--- src/rtl/cp0_unit.sv ---
// Coprocessor-0 exception/interrupt controller for the M stage: SR, Cause, EPC, PRId,
// flush request generation and mfc0/mtc0/eret servicing.
module cp0_unit #(
    parameter logic [31:0] PRID    = 32'h20240000,
    parameter logic [31:0] HANDLER = 32'h00004180
) (
    input  logic        clk,
    input  logic        reset,
    input  logic [4:0]  A1,
    input  logic [4:0]  A2,
    input  logic [31:0] Din,
    input  logic        WE,
    input  logic [31:0] M_pc,
    input  logic [4:0]  M_ExcCode,
    input  logic        M_BD,
    input  logic        EXLClr,
    input  logic [5:0]  HWInt,
    output logic        Req,
    output logic [31:0] ExcEntry,
    output logic [31:0] Dout,
    output logic [31:0] EPCout
);
    localparam logic [4:0] REG_SR    = 5'd12;
    localparam logic [4:0] REG_CAUSE = 5'd13;
    localparam logic [4:0] REG_EPC   = 5'd14;
    localparam logic [4:0] REG_PRID  = 5'd15;

    // Only the implemented fields are stored; all other bits are constant zero.
    logic [5:0]  im;
    logic        exl;
    logic        ie;
    logic        bd;
    logic [5:0]  ip;
    logic [4:0]  exc_code;
    logic [31:0] epc;

    logic int_req;
    logic exc_req;

    assign int_req  = ie & ~exl & (|(HWInt & im));
    assign exc_req  = ~exl & (M_ExcCode != 5'd0);
    assign Req      = reset & (int_req | exc_req);
    assign ExcEntry = HANDLER;
    assign EPCout   = epc;

    always_ff @(posedge clk) begin
        // NOTE: sequential state uses non-blocking assignments so every register
        // samples pre-edge values regardless of statement order.
        if (!reset) begin
            im       <= '0;
            exl      <= 1'b0;
            ie       <= 1'b0;
            bd       <= 1'b0;
            ip       <= '0;
            exc_code <= '0;
            epc      <= '0;
        end else begin
            ip <= HWInt;
            if (Req) begin
                exl      <= 1'b1;
                exc_code <= int_req ? 5'd0 : M_ExcCode;
                bd       <= M_BD;
                epc      <= M_BD ? (M_pc - 32'd4) : M_pc;
            end else begin
                if (WE && A2 == REG_SR) begin
                    im  <= Din[15:10];
                    exl <= Din[1];
                    ie  <= Din[0];
                end
                if (WE && A2 == REG_EPC) begin
                    epc <= Din;
                end
                // Placed after the SR write so eret overrides the EXL bit of Din.
                if (EXLClr) begin
                    exl <= 1'b0;
                end
            end
        end
    end

    always_comb begin
        // NOTE: default assignment first so no path through the case leaves Dout
        // unassigned, which would otherwise infer a latch.
        Dout = '0;
        case (A1)
            REG_SR:    Dout = {16'b0, im, 8'b0, exl, ie};
            REG_CAUSE: Dout = {bd, 15'b0, ip, 3'b0, exc_code, 2'b0};
            REG_EPC:   Dout = epc;
            REG_PRID:  Dout = PRID;
            default:   Dout = '0;
        endcase
    end
endmodule
--- config.mk ---
export PLATFORM = sky130hd
export DESIGN_NAME = cp0_unit
export DESIGN_NICKNAME = d
export VERILOG_FILES = /design/src/rtl/cp0_unit.sv
export SDC_FILE = /design/constraint.sdc
export NUM_CORES = 1
export LEC_CHECK = 0
export ABC_AREA = 0
export BUFFER_PORTS_ARGS = -buffer_cell sky130_fd_sc_hd__clkbuf_2
export CAP_MARGIN = 20
export CORE_ASPECT_RATIO = 0.7
export CORE_MARGIN = 5
export CORE_UTILIZATION = 25
export DETAILED_ROUTE_END_ITERATION = 16
export GPL_TIMING_DRIVEN = 0
export SLEW_MARGIN = 40
export SYNTH_ARGS = -nofsm -noshare
export SYNTH_HDL_FRONTEND = slang
export SYNTH_SLANG_ARGS = --single-unit
export TNS_END_PERCENT = 5
--- constraint.sdc ---
create_clock -name clk -period 4.69 [get_ports clk]
set_clock_uncertainty 0.05 [all_clocks]
set_input_delay 0.938 -clock clk [delete_from_list [all_inputs] [get_ports clk]]
set_output_delay 0.938 -clock clk [all_outputs]
set_load 0.05 [all_outputs]
==> impl_metrics.ini, run 1 <==
[synth]
muxShareOfSynthArea = 0.122
synthCells = 409
synth_warnings = 0
ys_seq_elements = 52
async_flop_share = 0
synth_xor_area_frac = 0.0684
syn_area_um2 = 3460
yosysSeqAreaShare = 0.301
synthAdderAreaFrac = 0.00362
synth_edf_count = 0
synthSimpleGateAreaFrac = 0.256
synth_top_cell_by_area = dfxtp_1
synth_compound_area_frac = 0.149
synthTopCellsByArea = dfxtp_1 30%, mux2i_1 12%, nand2_1 7.4%
avgSynthCellArea_um2 = 8.46
netlist.area_leader.share = 0.301
synth_cell_types = 47
synth_top_family_by_area = simple AND/OR/NAND/NOR gates
synth_flop_cell = dfxtp_1

[placed_design]
port_buffers = 153
hpwl_mm = 10.5
globalplace.congestion = 0.776
dp.cells = 782

[status]
status = completed

[grt]
grt_first_pass_wirelength_mm = 19.2
grt_max_degree = 17
grt_pass1_vias = 3370
grt_use_total = 0.156
antenna_found_initial = 0
grt_overflow = 0

[floorplan]
num_io_pins = 187
coreArea_um2 = 13700
rows = 36
die-area_um2 = 16300
die_w_um = 151
initial_core_util = 0.252
die_h_um = 108

[power]
share_comb_of_total_power = 0.322
power_frac_clock = 0.293
p_sw_uw = 498
total_power_mw = 1.30
irDropWorstVdd_v = 0.000141
seqPwrFrac = 0.385
p_sw_frac = 0.383
leakagePower_nw = 2.71
powerDensity_nw_per_um2 = 275
internal-power_uw = 802

[hold_path]
hold_path.class = flip-flop to flip-flop

[worst_setup_path]
worst_setup_path_end_kind = output pin
cp-start-kind = input pin
cpMaxStageDelayCell = clkbuf_1
slowest_delay_ns = 0.62
cp_top_family = buffers and inverters
critical_path_arrival_ns = 3.07
cp_cell_sequence = clkbuf_2 -> nand2_1 -> nor3_2 -> clkbuf_1 -> a22oi_1 -> o21ai_0 -> clkbuf_2
worstPathRequired_ns = 3.70
cpMostUsedCell = clkbuf_2
critPathBufInv = 3
crit_fanout = 10
path_class = input pin to output pin

[sta]
relSlewSlack = 0.453
maxSlewViolCount = 0
hold_violations = 0
fin_setup_tns_ns = 0
setup_viol_count_final = 0
period_share = 0.865
fmax_mhz = 246
grt_setup_unrepaired = false
period_needed_ns = 4.06
worst_pin_slew_ns = 0.820

[route]
drc_errors = 0
drt-initial-drc-count = 154
dr.pass1.iters = 4
ant_nets = 0
vias = 3545
drt-total-wl_mm = 13.2
wl_per_cell_um = 16.7
vias_per_cell = 4.49

[clock_network]
cts_tree = built
postCtsSetupBuffers = 0
cts_sinks = 52
holdBufCountCts = 0
clkTransAtPathRegs_ns = 0.07
cts.repair.resized = 0
clk_path_buf_depth = 2
root_buffer = clkbuf_16
clk_latency_ns = 0.29
numCtsBuffers = 5
htree_num_levels = 2

[final_layout]
antenna_cells = 0
mostFrequentLayoutCells = 154 x clkbuf_2, 68 x nand2_1, 52 x dfxtp_1
drive_gt1_frac = 0.347
area_growth_pct = 36.9
final_common_cell = clkbuf_2
final_nets = 690
final_cells = 790

[job]
cap_violations = 0
==> routing by layer <==
| metal | GRT usage | part of all wire | up-vias |
|---|---|---|---|
| met3 | 0.0318 | 0.062 | 7 |
| met1 | 0.234 | 0.51 | 1655 |
| met5 | 0 | 0 | - |
| met2 | 0.232 | 0.42 | 109 |
| met4 | 0.0233 | 0.0049 | 0 |
| li1 | - | - | 1774 |
==> Yosys cell counts (2+ instances only) <==
| cell | count |
|---|---|
| nand2_1 | 68 |
| conb_1 | 2 |
| a21boi_0 | 5 |
| nand4_1 | 2 |
| inv_1 | 3 |
| buf_1 | 3 |
| buf_4 | 32 |
| and3_1 | 23 |
| or2_2 | 3 |
| a22o_1 | 9 |
| clkbuf_1 | 19 |
| nor2b_1 | 6 |
| nor4_1 | 10 |
| and2_1 | 10 |
| nor3_1 | 11 |
| xnor2_1 | 9 |
| o21ai_0 | 9 |
| nand3_1 | 6 |
| dfxtp_1 | 52 |
| o21a_1 | 2 |
| nor2_1 | 7 |
| a22oi_1 | 6 |
| or3_1 | 2 |
| mux2i_1 | 42 |
| o31a_1 | 2 |
| nor3b_1 | 2 |
| a21oi_1 | 3 |
| o211a_1 | 24 |
| xor2_1 | 18 |
| or4_4 | 2 |
==> sequential cells by signal (all words and copies together), names as in the netlist <==
name,flops
exc_code,5
ie,1
bd,1
EPCout,32
exl,1
ip,6
im,6
==> cells by family after synthesis <==
kind of cell | Yosys count
other | 2
AO/OA/AOI/OAI | 63
multiplexers | 42
AND/OR/NAND/NOR | 164
adder cells (fa/ha/maj) | 1
flip-flops | 52
buffers and inverters | 58
XOR/XNOR | 27
==> power groups by stage <==
stage / clock network, mW / logic, mW / registers, mW
2_1_floorplan: 0 / 0.202 / 0.598
3_3_place_gp: 0 / 0.415 / 0.512
3_5_place_dp: 0 / 0.417 / 0.512
4_1_cts: 0.389 / 0.419 / 0.501
5_1_grt: 0.406 / 0.448 / 0.506
6_report: 0.381 / 0.418 / 0.501
==> through the flow <==
| step | hold WS (ns) | setup slack (ns) | utilization | cell area (um2) |
|---|---|---|---|---|
| CTS | 0.421 | 0.642 | 0.344 | 4730 |
| global placement | 0.397 | 0.310 | 0.333 | 4570 |
| detailed placement | 0.413 | 0.649 | 0.333 | 4580 |
| floorplan | 0.384 | 0.763 | - | 3570 |
| global route | 0.444 | 0.439 | 0.345 | 4730 |
| finish | 0.414 | 0.632 | 0.345 | 4730 |
==> layout make-up <==
cell class / instances / area (um2)
fill: 1502 / 9000
tap: 190 / 238
clock inverter: 2 / 16.3
buffer: 55 / 330
timing repair buffer: 153 / 766
sequential: 52 / 1040
multi-input combinational: 329 / 2200
inverter: 3 / 11.3
clock buffer: 6 / 129
==> worst reg2reg max path, stage by stage, from the launching register on <==
cell      delay (ns)
dfxtp_1         0.33
a22o_1          0.27
o31a_1          0.34
o21ai_1         0.15
clkbuf_1        0.42
clkbuf_1        0.51
nand2_1         0.12
o211a_1         0.15
==> final timing paths <==
path,end,start,slack (ns),cells after the start
max,Dout[15],A1[3],0.63,7
min reg2reg,bd,bd,0.41,2
min,bd,bd,0.41,2
max reg2reg,EPCout[16],im[2],2.25,7
No activity file was read; power rests on OpenSTA's default activity.
==> run 2: changes to the inputs <==
--- a/config.mk
+++ b/config.mk
@@ -8,11 +8,14 @@
 export ABC_AREA = 0
 export BUFFER_PORTS_ARGS = -buffer_cell sky130_fd_sc_hd__clkbuf_2
 export CAP_MARGIN = 20
+export CELL_PAD_IN_SITES_DETAIL_PLACEMENT = 0
+export CELL_PAD_IN_SITES_GLOBAL_PLACEMENT = 1
 export CORE_ASPECT_RATIO = 0.7
 export CORE_MARGIN = 5
 export CORE_UTILIZATION = 25
 export DETAILED_ROUTE_END_ITERATION = 16
 export GPL_TIMING_DRIVEN = 0
+export PLACE_DENSITY_LB_ADDON = 0.1
 export SLEW_MARGIN = 40
 export SYNTH_ARGS = -nofsm -noshare
 export SYNTH_HDL_FRONTEND = slang
==> run 2 against run 1 <==
  * Power up 12%
  * Largest cell class unchanged
  * Critical endpoint is now Dout[14]
  * Sequential cell count stayed put
  * Clock power grew 42%
==> impl_metrics.ini, run 2 (synthesis gave the netlist of run 1 again) <==
[floorplan]
initial_core_util = 0.252
die_h_um = 108
rows = 36
die-area_um2 = 16300
num_io_pins = 187
die_w_um = 151
coreArea_um2 = 13700

[clock_network]
htree_num_levels = 2
clk_latency_ns = 0.29
holdBufCountCts = 0
numCtsBuffers = 5
cts_sinks = 52
clk_path_buf_depth = 2
cts.repair.resized = 0
cts_tree = built
postCtsSetupBuffers = 0
root_buffer = clkbuf_16
clkTransAtPathRegs_ns = 0.07

[worst_setup_path]
slowest_delay_ns = 0.58
r2r_start = im[2]
worstPathRequired_ns = 3.70
critical_path_arrival_ns = 3.05
crit_fanout = 10
cp_top_family = buffers and inverters
cp-start-kind = input pin
crit_start = A1[3]
cpMostUsedCell = clkbuf_2
worst_setup_path_end_kind = output pin
cpMaxStageDelayCell = clkbuf_1
path_class = input pin to output pin
cp_cell_sequence = clkbuf_2 -> nand2_1 -> nor3_2 -> clkbuf_1 -> a22oi_1 -> o21ai_0 -> clkbuf_2
critPathBufInv = 3

[route]
drt-total-wl_mm = 13.4
ant_nets = 0
vias_per_cell = 4.39
drc_errors = 0
drt-initial-drc-count = 162
routed.top_layer = met4
wl_met2_mm = 5.79
dr.pass1.iters = 4
wl_per_cell_um = 17.0
wl_met3_mm = 1.04
vias = 3472
drt-met1-wl_mm = 6.54

[final_layout]
final_nets = 690
fin_util = 0.349
multi_input_area_um2 = 2200
antenna_cells = 0
seq_area_um2 = 1040
largest_reg_flops = 32
mostFrequentLayoutCells = 154 x clkbuf_2, 68 x nand2_1, 52 x dfxtp_1
area_growth_pct = 38.7
fill_cells = 1507
drive_gt1_frac = 0.350
final_common_cell = clkbuf_2

[sta]
maxSlewViolCount = 0
period_needed_ns = 4.03
fmax_mhz = 248
relSlewSlack = 0.464
grt_setup_unrepaired = false
fin_setup_tns_ns = 0
worst_pin_slew_ns = 0.797
period_share = 0.860
setup_viol_count_final = 0
hold_violations = 0

[grt]
grt_pass1_vias = 3471
grt_max_degree = 17
antenna_found_initial = 0
grt_first_pass_wirelength_mm = 19.9
grt_overflow = 0
grt_use_total = 0.162

[placed_design]
port_buffers = 153
hpwl_mm = 10.7
globalplace.congestion = 0.770

[job]
cap_violations = 0

[hold_path]
min_from = bd
hold_path.class = flip-flop to flip-flop

[power]
irDropWorstVdd_v = 0.000145
powerDensity_nw_per_um2 = 304
leakagePower_nw = 2.75

[status]
status = completed
==> run 2: tightest hold or removal path, cell delays in order, from the launching register on <==
cell	delay, ns
dfxtp_1	0.32
nand3_1	0.06
nand2_1	0.04
==> run 2: layout make-up <==
class / count / share of cell area
clock inverter: 3 / 0.0188
buffer: 55 / 0.0691
clock buffer: 5 / 0.0261
inverter: 3 / 0.00235
tap: 190 / 0.0495
timing repair buffer: 153 / 0.160
sequential: 52 / 0.217
multi-input combinational: 329 / 0.458
==> run 2: through the flow <==
step	power, mW	instance area [um2]	worst slack [ns]	hold WS [ns]	instances
after floorplan	0.800	3570	0.763	0.384	439
after global placement	0.927	4570	0.253	0.400	782
after detailed placement	0.929	4580	0.625	0.401	782
after CTS	1.48	4800	0.618	0.412	790
after global routing	1.53	4800	0.522	0.430	790
final	1.46	4800	0.655	0.410	790
==> run 2: metal layers <==
metal	vias to the layer above	global-route usage
met1	1583	0.230
li1	1767	-
met4	0	0.0233
met2	116	0.249
met3	6	0.0444
met5	-	0
==> run 2: power by group <==
group | leakage [nW] | switching (mW) | internal (mW)
logic | 2.22 | 0.290 | 0.126
registers | 0.429 | 0.0255 | 0.476
clock network | 0.104 | 0.182 | 0.360
total | 2.75 | 0.497 | 0.962
==> run 2: worst paths after layout <==
kind / cells past startpoint / slack, ns / to
max: 7 / 0.66 / Dout[14]
min: 2 / 0.41 / bd
min reg2reg: 2 / 0.41 / bd
max reg2reg: 7 / 2.22 / EPCout[10]
